--- config.mk ---
export PLATFORM = sky130hd
export DESIGN_NAME = dvb_s2_symbol_feeder
export DESIGN_NICKNAME = d
export VERILOG_FILES = /design/src/rtl/dvb_s2_symbol_feeder_pkg.sv /design/src/rtl/dvb_s2_symbol_feeder_symbol_fifo.sv /design/src/rtl/dvb_s2_symbol_feeder.sv
export SDC_FILE = /design/constraint.sdc
export NUM_CORES = 1
export LEC_CHECK = 0
export BUFFER_PORTS_ARGS = -buffer_cell sky130_fd_sc_hd__buf_2
export CAP_MARGIN = 20
export CORE_MARGIN = 5
export CORE_UTILIZATION = 40
export CTS_CLUSTER_SIZE = 40
export DETAILED_ROUTE_END_ITERATION = 6
export PLACE_DENSITY = 0.62
export REMOVE_ABC_BUFFERS = 1
export SLEW_MARGIN = 20
export SYNTH_ARGS = -nofsm -noshare
export SYNTH_HDL_FRONTEND = slang
export SYNTH_HIERARCHICAL = 1
export SYNTH_SLANG_ARGS = --single-unit
--- constraint.sdc ---
create_clock -name sys_clk -period 11.34 [get_ports sys_clk]
set_input_delay 1.134 -clock sys_clk [delete_from_list [all_inputs] [get_ports sys_clk]]
set_output_delay 1.134 -clock sys_clk [all_outputs]
set_load 0.05 [all_outputs]
--- src/rtl/dvb_s2_symbol_feeder_pkg.sv ---
// Shared definitions for the DVB-S2 symbol feeder: I/Q field widths,
// feeder state encoding and the underflow counter width.
package dvb_s2_symbol_feeder_pkg;

  // I occupies the upper half of a symbol word and Q the lower half.
  localparam int I_WIDTH    = 16;
  localparam int Q_WIDTH    = 16;
  localparam int UCNT_WIDTH = 16;

  typedef enum logic {
    ST_PREFILL = 1'b0,
    ST_RUN     = 1'b1
  } feeder_state_t;

  // Increment that sticks at all-ones instead of wrapping.
  function automatic logic [UCNT_WIDTH-1:0] sat_inc(input logic [UCNT_WIDTH-1:0] v);
    return (v == {UCNT_WIDTH{1'b1}}) ? v : v + 1'b1;
  endfunction

endpackage

--- src/rtl/dvb_s2_symbol_feeder_symbol_fifo.sv ---
// Single-clock symbol FIFO with occupancy output. The head entry is presented
// combinationally; the consumer's output register acts as the read register,
// which keeps the strobe-to-symbol latency at one cycle.
module dvb_s2_symbol_feeder_symbol_fifo #(
  parameter int WIDTH = 33,
  parameter int DEPTH = 16
) (
  input  logic                     clk,
  input  logic                     rst_n,
  input  logic                     wr_en,
  input  logic [WIDTH-1:0]         wr_data,
  input  logic                     rd_en,
  output logic [WIDTH-1:0]         rd_data,
  output logic                     full,
  output logic                     empty,
  output logic [$clog2(DEPTH):0]   level
);

  localparam int AW = $clog2(DEPTH);
  localparam int LW = AW + 1;

  logic [WIDTH-1:0] mem [DEPTH];

  logic [AW-1:0] wr_ptr_q, wr_ptr_d;
  logic [AW-1:0] rd_ptr_q, rd_ptr_d;
  logic [LW-1:0] level_q,  level_d;
  logic          do_wr;
  logic          do_rd;

  assign full    = (level_q == LW'(DEPTH));
  assign empty   = (level_q == '0);
  assign level   = level_q;
  assign rd_data = mem[rd_ptr_q];

  // Requests beyond capacity (write when full, read when empty) are ignored.
  assign do_wr = wr_en & ~full;
  assign do_rd = rd_en & ~empty;

  // Next pointers and occupancy; pointers wrap modulo DEPTH by bit width.
  always_comb begin
    wr_ptr_d = wr_ptr_q;
    rd_ptr_d = rd_ptr_q;
    level_d  = level_q;
    if (do_wr) begin
      wr_ptr_d = wr_ptr_q + 1'b1;
    end
    if (do_rd) begin
      rd_ptr_d = rd_ptr_q + 1'b1;
    end
    case ({do_wr, do_rd})
      2'b10:   level_d = level_q + 1'b1;
      2'b01:   level_d = level_q - 1'b1;
      default: level_d = level_q;
    endcase
  end

  // Pointer and occupancy registers.
  always_ff @(posedge clk) begin
    if (!rst_n) begin
      wr_ptr_q <= '0;
      rd_ptr_q <= '0;
      level_q  <= '0;
    end else begin
      wr_ptr_q <= wr_ptr_d;
      rd_ptr_q <= rd_ptr_d;
      level_q  <= level_d;
    end
  end

  // Storage array; contents need no reset since occupancy governs validity.
  always_ff @(posedge clk) begin
    if (do_wr) begin
      mem[wr_ptr_q] <= wr_data;
    end
  end

endmodule

--- src/rtl/dvb_s2_symbol_feeder.sv ---
// DVB-S2 symbol feeder: buffers modulator symbols and releases one per
// symbol-rate strobe, with a prefill phase and underflow accounting.
module dvb_s2_symbol_feeder
  import dvb_s2_symbol_feeder_pkg::*;
#(
  parameter int SYMBOL_WIDTH  = I_WIDTH + Q_WIDTH,
  parameter int DEPTH         = 16,
  parameter int PREFILL_LEVEL = 8
) (
  input  logic                     sys_clk,
  input  logic                     rst_n,
  input  logic [SYMBOL_WIDTH-1:0]  s_data,
  input  logic                     s_sof,
  input  logic                     s_valid,
  output logic                     s_ready,
  input  logic                     fs_en_on_sys_clk,
  output logic [SYMBOL_WIDTH-1:0]  sym_data,
  output logic                     sym_sof,
  output logic                     sym_valid,
  output logic                     underflow,
  output logic [UCNT_WIDTH-1:0]    underflow_cnt,
  output logic [$clog2(DEPTH):0]   level
);

  localparam int LW = $clog2(DEPTH) + 1;
  localparam int FW = SYMBOL_WIDTH + 1;

  feeder_state_t           state_q, state_d;
  logic [SYMBOL_WIDTH-1:0] sym_data_q, sym_data_d;
  logic                    sym_sof_q, sym_sof_d;
  logic                    sym_valid_q, sym_valid_d;
  logic                    underflow_q, underflow_d;
  logic [UCNT_WIDTH-1:0]   ucnt_q, ucnt_d;

  logic          fifo_wr;
  logic          fifo_rd;
  logic [FW-1:0] fifo_head;
  logic          fifo_full;
  logic          fifo_empty;
  logic [LW-1:0] fifo_level;

  // Held low through reset so upstream cannot write into a clearing buffer.
  assign s_ready = rst_n & ~fifo_full;
  assign fifo_wr = s_valid & s_ready;

  dvb_s2_symbol_feeder_symbol_fifo #(
    .WIDTH (FW),
    .DEPTH (DEPTH)
  ) u_symbol_fifo (
    .clk     (sys_clk),
    .rst_n   (rst_n),
    .wr_en   (fifo_wr),
    .wr_data ({s_sof, s_data}),
    .rd_en   (fifo_rd),
    .rd_data (fifo_head),
    .full    (fifo_full),
    .empty   (fifo_empty),
    .level   (fifo_level)
  );

  assign level         = fifo_level;
  assign sym_data      = sym_data_q;
  assign sym_sof       = sym_sof_q;
  assign sym_valid     = sym_valid_q;
  assign underflow     = underflow_q;
  assign underflow_cnt = ucnt_q;

  // Strobe servicing and state transitions. Occupancy is the registered
  // value, so a same-cycle write is never visible to the strobe.
  always_comb begin
    state_d     = state_q;
    sym_data_d  = sym_data_q;
    sym_sof_d   = sym_sof_q;
    sym_valid_d = 1'b0;
    underflow_d = underflow_q;
    ucnt_d      = ucnt_q;
    fifo_rd     = 1'b0;

    case (state_q)
      ST_PREFILL: begin
        if (fs_en_on_sys_clk) begin
          sym_valid_d = 1'b1;
          sym_data_d  = '0;
          sym_sof_d   = 1'b0;
        end
        if (fifo_level >= LW'(PREFILL_LEVEL)) begin
          state_d = ST_RUN;
        end
      end
      ST_RUN: begin
        if (fs_en_on_sys_clk) begin
          sym_valid_d = 1'b1;
          if (!fifo_empty) begin
            fifo_rd    = 1'b1;
            sym_sof_d  = fifo_head[FW-1];
            sym_data_d = fifo_head[SYMBOL_WIDTH-1:0];
          end else begin
            // Starved strobe: emit silence and fall back to prefilling.
            sym_data_d  = '0;
            sym_sof_d   = 1'b0;
            underflow_d = 1'b1;
            ucnt_d      = sat_inc(ucnt_q);
            state_d     = ST_PREFILL;
          end
        end
      end
      default: state_d = ST_PREFILL;
    endcase
  end

  // State, output register and underflow accounting.
  always_ff @(posedge sys_clk) begin
    if (!rst_n) begin
      state_q     <= ST_PREFILL;
      sym_data_q  <= '0;
      sym_sof_q   <= 1'b0;
      sym_valid_q <= 1'b0;
      underflow_q <= 1'b0;
      ucnt_q      <= '0;
    end else begin
      state_q     <= state_d;
      sym_data_q  <= sym_data_d;
      sym_sof_q   <= sym_sof_d;
      sym_valid_q <= sym_valid_d;
      underflow_q <= underflow_d;
      ucnt_q      <= ucnt_d;
    end
  end

endmodule

==> results of run 1 <==
## cell usage in the layout, fill, tap and decap left out, types with 3 or more instances in the layout
cell	synthesis	routed
buf_2	18	93
edfxtp_1	528	528
clkbuf_16	0	59
o21a_1	5	5
clkinv_1	0	10
buf_4	1	26
and2b_1	4	4
bufinv_16	0	3
nand4_1	5	5
nor2_1	70	56
mux4_2	132	132
xor2_1	6	6
or3_1	6	6
nand2_1	50	50
a22oi_1	66	66
nand2b_1	6	6
dfxtp_1	69	67
nor2b_1	31	29
clkbuf_1	34	19
mux2i_1	7	7
nor3_1	8	4
or4_1	5	5
a21oi_1	46	46
clkbuf_8	0	11
inv_1	9	8
nor3_2	1	5
o31ai_1	5	5
clkinv_2	0	5
nor2_4	0	14
o21ai_0	7	7
ha_1	9	9
nand3_1	8	8
## area by class of cell
cell class                 count  area share [%]
sequential                   597           65.70
timing repair buffer         122           2.803
multi-input combinational    513           20.60
clock buffer                  89           6.474
inverter                      10          0.1430
clock inverter                21          0.6722
tap                          756           3.604
## cells by family (layout without fill, tap and decap cells)
group,Yosys count,count (layout)
compound gates,144,144
xor+xnor,7,7
mux,139,139
flops,597,597
fa+ha+maj,9,9
simple gates,214,214
buf+inv,79,242
## power breakdown
part           switching (µW)  internal, µW
Combinational            58.7          18.2
Sequential               3.67          2400
Clock                     787          1100
## how the worst max path moves through the flow
stage | from | end | slack [ns]
floorplan | flip-flop | sym_data[0] | 4.66
CTS | fs_en_on_sys_clk | u_symbol_fifo/level[4] | 7.37
detailed placement | fs_en_on_sys_clk | u_symbol_fifo/level[4] | 6.72
finish | rst_n | u_symbol_fifo/level[4] | 7.57
global placement | fs_en_on_sys_clk | u_symbol_fifo/level[4] | 6.84
global route | rst_n | u_symbol_fifo/level[4] | 7.28
## per-stage QoR
stage          total power, µW  cells
2_1_floorplan             2479   1120
3_3_place_gp              2526   1996
3_5_place_dp              2530   1996
4_1_cts                   4414   2106
5_1_grt                   4516   2108
6_report                  4364   2108
## flip-flops by register name (all words and copies together), names as in the netlist, named ones only
signal and cells:
u_symbol_fifo/wr_ptr_q 4, u_symbol_fifo/level 5, sym_valid 1, underflow 1
sym_sof 1, sym_data 32, state_q 1, u_symbol_fifo/mem 528
u_symbol_fifo/rd_ptr_q 4, underflow_cnt 16
## routing by layer
metal	vias to the layer above	global-route usage [%]
met5	-	0
met4	2	3.183
met3	69	3.090
met2	311	24.98
met1	6051	23.03
li1	5047	-
## tightest hold or removal path: cells and delay by family, from the launching register on
family / cells / cell delay [ns]
flip-flops: 1 / 0.33
AND/OR/NAND/NOR: 2 / 0.12
==> reports/metrics.cfg, run 1 <==
[synthesis]
synth_compound_area_share_pct=4.236
async_flop_share_pct=0
synth_cell_types=59
synthTopCellsByArea=edfxtp_1 (69%), mux4_2 (13%), dfxtp_1 (6.0%)
syn_inst=1189
synth_top_family_by_area=multiplexers
synth_common_cells=edfxtp_1 (528), mux4_2 (132), nor2_1 (70)
yosys_register_bits=597
synth-simple-area-share_pct=4.729
syn_area_um2=22860
yosys.area_share.adder_pct=0.4926
yosys.area.top_type=edfxtp_1
syn_area_per_cell_um2=19.23
ys_seq_area_share_pct=75.40
yosys_warnings=6
yosysMostFrequentCell=edfxtp_1
synth_edf_count=528
synth_xor_xnor_area_share_pct=0.2682
ys.flop_type=edfxtp_1
synth.area.mux_share_pct=13.31
synth_top_area_share_pct=69.36

[finish]
regArea_um2=17240
area_growth_pct=14.82
finalNetCount=1349
drive_above_1_share_pct=27.37
fin_area_um2=26250
fin_util_pct=46.46
diodes=0
multi_input_area_um2=5408
n_fill_cell=4701

[clocking]
tritoncts=yes
clkTransAtPathRegs_ns=0.06
clock-root-buffer=clkbuf_16
numCtsBuffers=59
clkSinkCount=597
ctsHtreeMaxLevel=2
cts_setup_buffers=0
cts.path.max_buffers=3
cts_resized=0
cts_hold_buf=0
clock_latency_ns=0.60

[power_and_ir_drop]
leakage_uw=0.008377
irDropWorstVdd_uv=117.1
p_per_area_nw_per_um2=166.3

[route]
wl_met2_mm=23.50
drt_iter0_drc=915
dr.pass1.iters=5
wl_met3_mm=2.928
vias=11480
wl_met1_mm=22.27
top_layer=met5
vias_per_cell=5.446
drt_wl_total_mm=49.47
wl_per_cell_um=23.47
drt.antenna.violating_nets=0
drcViolationCount=0

[worst_setup_path]
critPathCaptureType=flip-flop
r2r_cells=7
worst-path-stages=13
path_delay_family=buffers and inverters
critPathArrivalTime_ns=4.29
slowest_stage=inv_2
critical_path_class=in -> reg
cp.required_ns=11.86
critPathBufInv=4
worstPathCellList=buf_2 > inv_2 > nor2_1 > and2_1 > o21a_1 > inv_2 > ha_1 > xor2_1 > ha_1 > inv_1 > a21o_1 > a221oi_1 > mux2i_1
start_kind=primary input
r2r_end=sym_data[10]
worstPathMaxFanout=49
r2r_slack_ns=7.82
cpPeakStageDelay_ns=0.78

[sta]
post-route-min-period_ns=3.768
fmax_ghz=0.2654
worst_pin_slew_ns=1.054
setup_ws_ns=7.572
hold_ws_ns=0.4740
rsz0062_at_grt=false
tns_ns=0
max-slew-margin-rel_pct=29.76
drv_slew=0
final-hold-violation-count=0
finalCritPeriodShare_pct=33.23
finalSetupViolations=0
skew_ns=0.01799

[outcome]
status=complete, no violations

[floorplan]
die_w_um=249.1
num_io_pins=94
die_height_um=249.1
rows=87
die_area_um2=62030
coreArea_um2=56500
initial_core_util_pct=40.46

[grt]
antenna_found_initial=1
grt_max_degree=116
track_usage_pct=15.74
overflow=0
grt_pass1_vias=11738
grt_pass1_wl_mm=75.13

[hold_path]
hold_start=underflow
whs_path_depth=2
min_to=underflow
hp-class=reg -> reg

[place]
dpl_cell_area_um2=24320
gp_congestion=0.7431
port_buffers=93
dp_hpwl_mm=27.34
dpl_worst_slack_ns=6.723

[run]
cap_violations=0

(Power assumes the default switching activity.)
==> inputs of run 2 (changes only) <==
==> constraint.sdc (replaced) <==
create_clock -name sys_clk -period 3.9 [get_ports sys_clk]
set_input_delay 0.39 -clock sys_clk [delete_from_list [all_inputs] [get_ports sys_clk]]
set_output_delay 0.39 -clock sys_clk [all_outputs]
set_load 0.05 [all_outputs]
==> reports/metrics.cfg, run 2 (same netlist as run 1, synthesis figures left out) <==
[outcome]
status=complete, no violations

[sta]
fmax_ghz=0.3078
finalCritPeriodShare_pct=83.31
skew_ns=0.01797  ; -0.00002350 ns
post-route-min-period_ns=3.249
setup_ws_ns=0.6510  ; -6.921 ns
final-hold-violation-count=0  ; unchanged
rsz0062_at_grt=false
drv_slew=0  ; unchanged
finalSetupViolations=0  ; unchanged
max-slew-margin-rel_pct=28.04  ; -1.7 points
worst_pin_slew_ns=1.079  ; +0.02583 ns

[clocking]
clock_latency_ns=0.63  ; +0.03 ns
tritoncts=yes
cts_resized=0  ; unchanged
ctsHtreeMaxLevel=2  ; unchanged
numCtsBuffers=60  ; +1.7%
cts_hold_buf=0  ; unchanged
clkSinkCount=597  ; unchanged
cts_setup_buffers=0  ; unchanged
cts.path.max_buffers=3  ; unchanged
clkTransAtPathRegs_ns=0.06  ; about the same
clock-root-buffer=clkbuf_16

[power_and_ir_drop]
leakage_uw=0.008467  ; +1.1%
comb_power_share_pct=1.7  ; about the same
intPower_uw=10370  ; +200%
pwr-share-clk_pct=44.3  ; +1.2 points
seq_power_share_pct=54.0  ; -1.1 points
p_per_area_nw_per_um2=489.4  ; +190%
irDropWorstVdd_uv=336.0  ; +190%
p_total_uw=12940  ; +200%
p_switching_uw=2575  ; +200%
swShare_pct=19.89  ; +0.42 points

[floorplan]
rows=87  ; unchanged
num_io_pins=94  ; unchanged
coreArea_um2=56500  ; unchanged
die_w_um=249.1  ; unchanged
die_area_um2=62030  ; unchanged
die_height_um=249.1  ; unchanged
initial_core_util_pct=40.46  ; unchanged

[finish]
n_fill_cell=4692  ; -0.19%
final_common_cell=edfxtp_1
multi_input_area_um2=5408  ; unchanged
finalNetCount=1358  ; +0.67%
regArea_um2=17240  ; unchanged
fin_util_pct=46.82  ; +0.36 points
fin_cells=2119  ; +0.52%
drive_above_1_share_pct=28.51  ; +1.1 points
final_cell_mix=edfxtp_1 (528), mux4_2 (132), buf_2 (93), dfxtp_1 (67), a22oi_1 (66)
largest-register=u_symbol_fifo/mem
fin_area_um2=26450  ; +0.77%
largest_reg_flops=528  ; unchanged
area_growth_pct=15.70

[grt]
grt_pass1_wl_mm=75.93  ; +1.1%
overflow=0  ; unchanged
antenna_found_initial=5  ; +4
track_usage_pct=15.88  ; +0.15 points
grt_max_degree=52  ; -55%
grt_pass1_vias=11949  ; +1.8%

[run]
cap_violations=0  ; unchanged

[route]
vias=11619  ; +1.2%
drt.antenna.violating_nets=0  ; unchanged
dr.pass1.iters=5  ; unchanged
drt_iter0_drc=897  ; -2.0%
drcViolationCount=0  ; unchanged
wl_per_cell_um=23.53  ; +0.26%
drt_wl_total_mm=49.86  ; +0.78%
vias_per_cell=5.483  ; +0.69%

[worst_setup_path]
r2r_slack_ns=0.65  ; -7.17 ns
cpPeakStageDelay_ns=0.61  ; -0.17 ns
cp.required_ns=4.45  ; -7.41 ns
r2r_end=u_symbol_fifo/level[2]
r2r_cells=13  ; +6
critPathArrivalTime_ns=3.80  ; -0.49 ns
worstPathMaxFanout=9  ; -82%
r2r_start=u_symbol_fifo/level[1]
slowest_stage=or4_4
critical_path_class=reg -> reg
worstPathCellList=or4_4 > nor2_1 > nor2_1 > and2_1 > o21a_1 > inv_2 > ha_1 > xor2_1 > ha_1 > inv_1 > a21boi_0 > or4_1 > a21oi_1
start_kind=flip-flop
critPathCaptureType=flip-flop

[place]
gp_congestion=0.7412  ; -0.26%
dpl_cell_area_um2=24450  ; +0.57%
dpl_worst_slack_ns=0.6781  ; -6.045 ns
port_buffers=93  ; unchanged
dp_hpwl_mm=28.61  ; +4.6%
placed_cells=2006  ; +0.50%

[hold_path]
whs_path_depth=1  ; -1
hold_start=s_data[20]
min_to=u_symbol_fifo/mem[0][20]
hp-class=in -> reg

[run 2: worst max path at each step]
stage                                 startpoint                     end  slack (ns)  cells after the start
after floorplan                        flip-flop             sym_data[0]       -2.78                      5
after global placement    u_symbol_fifo/level[1]  u_symbol_fifo/level[4]        0.69                     13
after detailed placement  u_symbol_fifo/level[1]  u_symbol_fifo/level[4]        0.68                     13
after CTS                 u_symbol_fifo/level[1]  u_symbol_fifo/level[4]        0.65                     13
after global routing      u_symbol_fifo/level[1]  u_symbol_fifo/level[4]        0.37                     13
final                     u_symbol_fifo/level[1]  u_symbol_fifo/level[2]        0.65                     13
[run 2: final cells by class]
| class | count | share of cell area [%] |
|---|---|---|
| sequential | 597 | 65.20 |
| multi-input combinational | 513 | 20.45 |
| clock buffer | 78 | 6.277 |
| tap | 756 | 3.576 |
| timing repair buffer | 130 | 3.094 |
| clock inverter | 33 | 1.249 |
| inverter | 10 | 0.1419 |
| antenna | 2 | 0.01892 |
[run 2: power groups by stage]
stage               Combinational (µW)  Clock, µW  Sequential [µW]
floorplan                         71.1          0             7140
global placement                   219          0             7130
detailed placement                 226          0             7130
CTS                                227       5880             6990
global route                       245       6160             6990
finish                             220       5730             6990
[run 2: metal layers]
layer / track usage (%) / part of all wire [%]
met5: 0 / 0.054
met4: 3.465 / 1.8
met3: 3.425 / 5.8
met2: 25.87 / 48
met1: 22.35 / 44
[run 2: worst max-delay path, delay by kind of cell, from the launching register on]
kind	cells	cell delay [ns]
buf+inv	2	0.19
fa+ha+maj	2	0.54
simple gates	5	1.40
flops	1	0.40
compound gates	3	0.52
xor+xnor	1	0.12
[run 2: per-stage QoR]
stage,hold WS (ns),setup TNS [ns]
2_1_floorplan,0.4889,-381.63
3_3_place_gp,0.4641,0
3_5_place_dp,0.4850,0
4_1_cts,0.1040,0
5_1_grt,0.1190,0
6_report,0.1400,0
==> inputs of run 3 (changes only) <==
--- a/config.mk
+++ b/config.mk
@@ -5,6 +5,7 @@
 export SDC_FILE = /design/constraint.sdc
 export NUM_CORES = 1
 export LEC_CHECK = 0
+export ABC_AREA = 1
 export BUFFER_PORTS_ARGS = -buffer_cell sky130_fd_sc_hd__buf_2
 export CAP_MARGIN = 20
 export CORE_MARGIN = 5
==> constraint.sdc (replaced) <==
create_clock -name sys_clk -period 3.05 [get_ports sys_clk]
set_input_delay 0.305 -clock sys_clk [delete_from_list [all_inputs] [get_ports sys_clk]]
set_output_delay 0.305 -clock sys_clk [all_outputs]
set_load 0.05 [all_outputs]
==> reports/metrics.cfg, run 3 <==
[hold_path]
min_to=u_symbol_fifo/mem[7][5]
whs_path_depth=1  ; unchanged
hold_start=s_data[5]
hp-class=in -> reg

[power_and_ir_drop]
leakage_uw=0.009253  ; +9.3%
p_per_area_nw_per_um2=640.7  ; +31%
p_total_uw=17730  ; +37%
irDropWorstVdd_uv=447.1  ; +33%

[route]
drt.antenna.violating_nets=0  ; unchanged
wl_met1_mm=23.55  ; +7.6%
wl_met3_mm=2.607  ; -9.4%
drt_iter0_drc=903  ; +0.67%
drcViolationCount=0  ; unchanged
dr.pass1.iters=6  ; +1
vias=14439  ; +24%
vias_per_cell=5.233  ; -4.6%
top_layer=met5
wl_per_cell_um=19.79  ; -16%
wl_met2_mm=27.37  ; +13%
drt_wl_total_mm=54.61  ; +9.5%

[run]
cap_violations=0  ; unchanged

[clocking]
clkTransAtPathRegs_ns=0.06  ; about the same
clkSinkCount=597  ; unchanged
tritoncts=yes
clock-root-buffer=clkbuf_16
numCtsBuffers=59  ; -1.7%
cts_resized=0  ; unchanged
cts.path.max_buffers=3  ; unchanged
clock_latency_ns=0.61  ; -0.02 ns
cts_setup_buffers=0  ; unchanged
ctsHtreeMaxLevel=2  ; unchanged

[worst_setup_path]
cpPeakStageDelay_ns=0.42  ; -0.19 ns
worstPathMaxFanout=20  ; +11
r2r_cells=9  ; -4
path_delay_family=simple AND/OR/NAND/NOR gates
critPathArrivalTime_ns=2.75  ; -1.05 ns
worstPathCellList=nor2_1 > nand3_1 > inv_1 > nor3b_1 > nand2_2 > inv_2 > nand2_1 > nor2_4 > buf_4
start_kind=flip-flop
cp.required_ns=3.31  ; -1.14 ns
r2r_slack_ns=0.55  ; -0.10 ns
critPathCaptureType=flip-flop
critical_path_class=reg -> reg
r2r_start=u_symbol_fifo/level[0]
slowest_stage=dfxtp_1
critPathBufInv=3  ; +1
r2r_end=u_symbol_fifo/mem[15][11]

[outcome]
status=complete, no violations

[grt]
overflow=0  ; unchanged
antenna_found_initial=1  ; -4
grt_max_degree=94  ; +81%
track_usage_pct=16.22  ; +0.34 points
grt_pass1_vias=14335  ; +20%
grt_pass1_wl_mm=84.58  ; +11%

[sta]
post-route-min-period_ns=2.495  ; -0.7539 ns
hold_ws_ns=0.06888  ; -0.07114 ns
worst_pin_slew_ns=0.9977  ; -0.08176 ns
fmax_ghz=0.4008  ; +30%
finalCritPeriodShare_pct=81.81  ; -1.5 points
max-slew-margin-rel_pct=33.49  ; +5.5 points
setup_ws_ns=0.5549  ; -0.09609 ns
rsz0062_at_grt=false
finalSetupViolations=0  ; unchanged
skew_ns=0.01173  ; -0.006234 ns
final-hold-violation-count=0  ; unchanged
drv_slew=0  ; unchanged

[synthesis]
yosys.area.top_type=edfxtp_1
synth_common_cells=edfxtp_1 (528), a21oi_1 (183), inv_1 (169)
yosysMostFrequentCell=edfxtp_1
ys_seq_area_share_pct=71.11  ; -4.3 points
syn_inst=1831  ; +54%
yosys_warnings=6  ; unchanged
syn_area_per_cell_um2=13.24  ; -31%
yosys_register_bits=597  ; unchanged
ys.flop_type=edfxtp_1
async_flop_share_pct=0  ; unchanged
synth_top_area_share_pct=65.41  ; -3.9 points
synth_cell_types=34  ; -42%
syn_area_um2=24240  ; +6.0%
synth_edf_count=528  ; unchanged
synthTopCellsByArea=edfxtp_1 (65%), dfxtp_1 (5.7%), mux2i_1 (5.5%)

[finish]
largest_reg_flops=528  ; unchanged
area_growth_pct=14.14
largest-register=u_symbol_fifo/mem
fin_area_um2=27670  ; +4.6%
drive_above_1_share_pct=13.66  ; -15 points
diodes=0  ; -2
n_fill_cell=5226  ; +11%
final_common_cell=edfxtp_1
final_cell_mix=edfxtp_1 (528), a21oi_1 (183), inv_1 (168), nand2_1 (168), mux2i_1 (132)
finalNetCount=1973  ; +45%

[floorplan]
initial_core_util_pct=40.23  ; -0.23 points
die_w_um=256.2  ; +2.9%
die_area_um2=65620  ; +5.8%
num_io_pins=94  ; unchanged
die_height_um=256.2  ; +2.9%
coreArea_um2=60250  ; +6.6%
rows=90  ; +3.4%

[place]
dpl_worst_slack_ns=0.5728  ; -0.1053 ns
gp_congestion=0.7789  ; +5.1%
port_buffers=93  ; unchanged
dp_hpwl_mm=30.31  ; +5.9%
dpl_cell_area_um2=25750  ; +5.3%

## run 3: how the worst max path moves through the flow
stage | start | endpoint | slack (ns) | cells after the start
2_1_floorplan | flip-flop | sym_data[24] | -6.82 | 6
3_3_place_gp | rst_n | u_symbol_fifo/mem[15][31] | 0.66 | 8
3_5_place_dp | u_symbol_fifo/level[0] | u_symbol_fifo/mem[15][31] | 0.57 | 9
4_1_cts | u_symbol_fifo/level[0] | u_symbol_fifo/mem[15][11] | 0.55 | 9
5_1_grt | u_symbol_fifo/level[0] | u_symbol_fifo/level[3] | 0.38 | 15
6_report | u_symbol_fifo/level[0] | u_symbol_fifo/mem[15][11] | 0.55 | 9
## run 3: what timing repair did
item	4_1_cts	5_1_grt
setup endpoints to repair	0	0
hold buffers	1	0
endpoints found under the hold margin	1	0
## run 3: worst reg2reg max path: stages (launching register included)
cell	delay [ns]
dfxtp_1	0.42
nor2_1	0.09
nand3_1	0.12
inv_1	0.07
nor3b_1	0.24
nand2_2	0.19
inv_2	0.15
nand2_1	0.27
nor2_4	0.18
buf_4	0.40
## run 3: logic make-up (layout without fill, tap and decap cells)
logic type	Yosys count	in the layout	share of synthesized area, %
and+or+nand+nor	306	306	5.286
buffers and inverters	284	430	5.653
xor gates and xnor gates	12	12	0.4337
adders and majority gates	9	9	0.4646
muxes	132	132	5.451
DFF	597	597	71.11
AOI/OAI and AO/OA	491	491	11.60
## run 3: report_power, final
group | switching [µW] | total [µW] | internal [µW]
Combinational | 1050 | 1540 | 497
Clock | 3010 | 7090 | 4080
Sequential | 76.4 | 9090 | 9010
Total | 4130 | 17700 | 13600
## run 3: metal layers
metal	up-vias	global-route usage [%]
met5	-	0
li1	6873	-
met1	7133	21.51
met4	2	4.588
met3	77	2.239
met2	354	28.10
## run 3: through the flow
step                      util, %  std cells  setup TNS (ns)
after floorplan                 -       1724         -401.95
after global placement      42.74       2647               0
after detailed placement    42.74       2647               0
after CTS                   45.92       2759               0
after global routing        45.92       2759               0
final                       45.92       2759               0
## run 3: cell type report
type / count / area (µm²) / area share, %
Sequential cell: 597 / 17250 / 62.35
Multi-Input combinational cell: 950 / 5752 / 20.79
Clock buffer: 73 / 1570 / 5.676
Timing Repair Buffer: 142 / 1111 / 4.016
Tap cell: 782 / 978.4 / 3.537
Inverter: 177 / 666.9 / 2.411
Clock inverter: 38 / 337.8 / 1.221
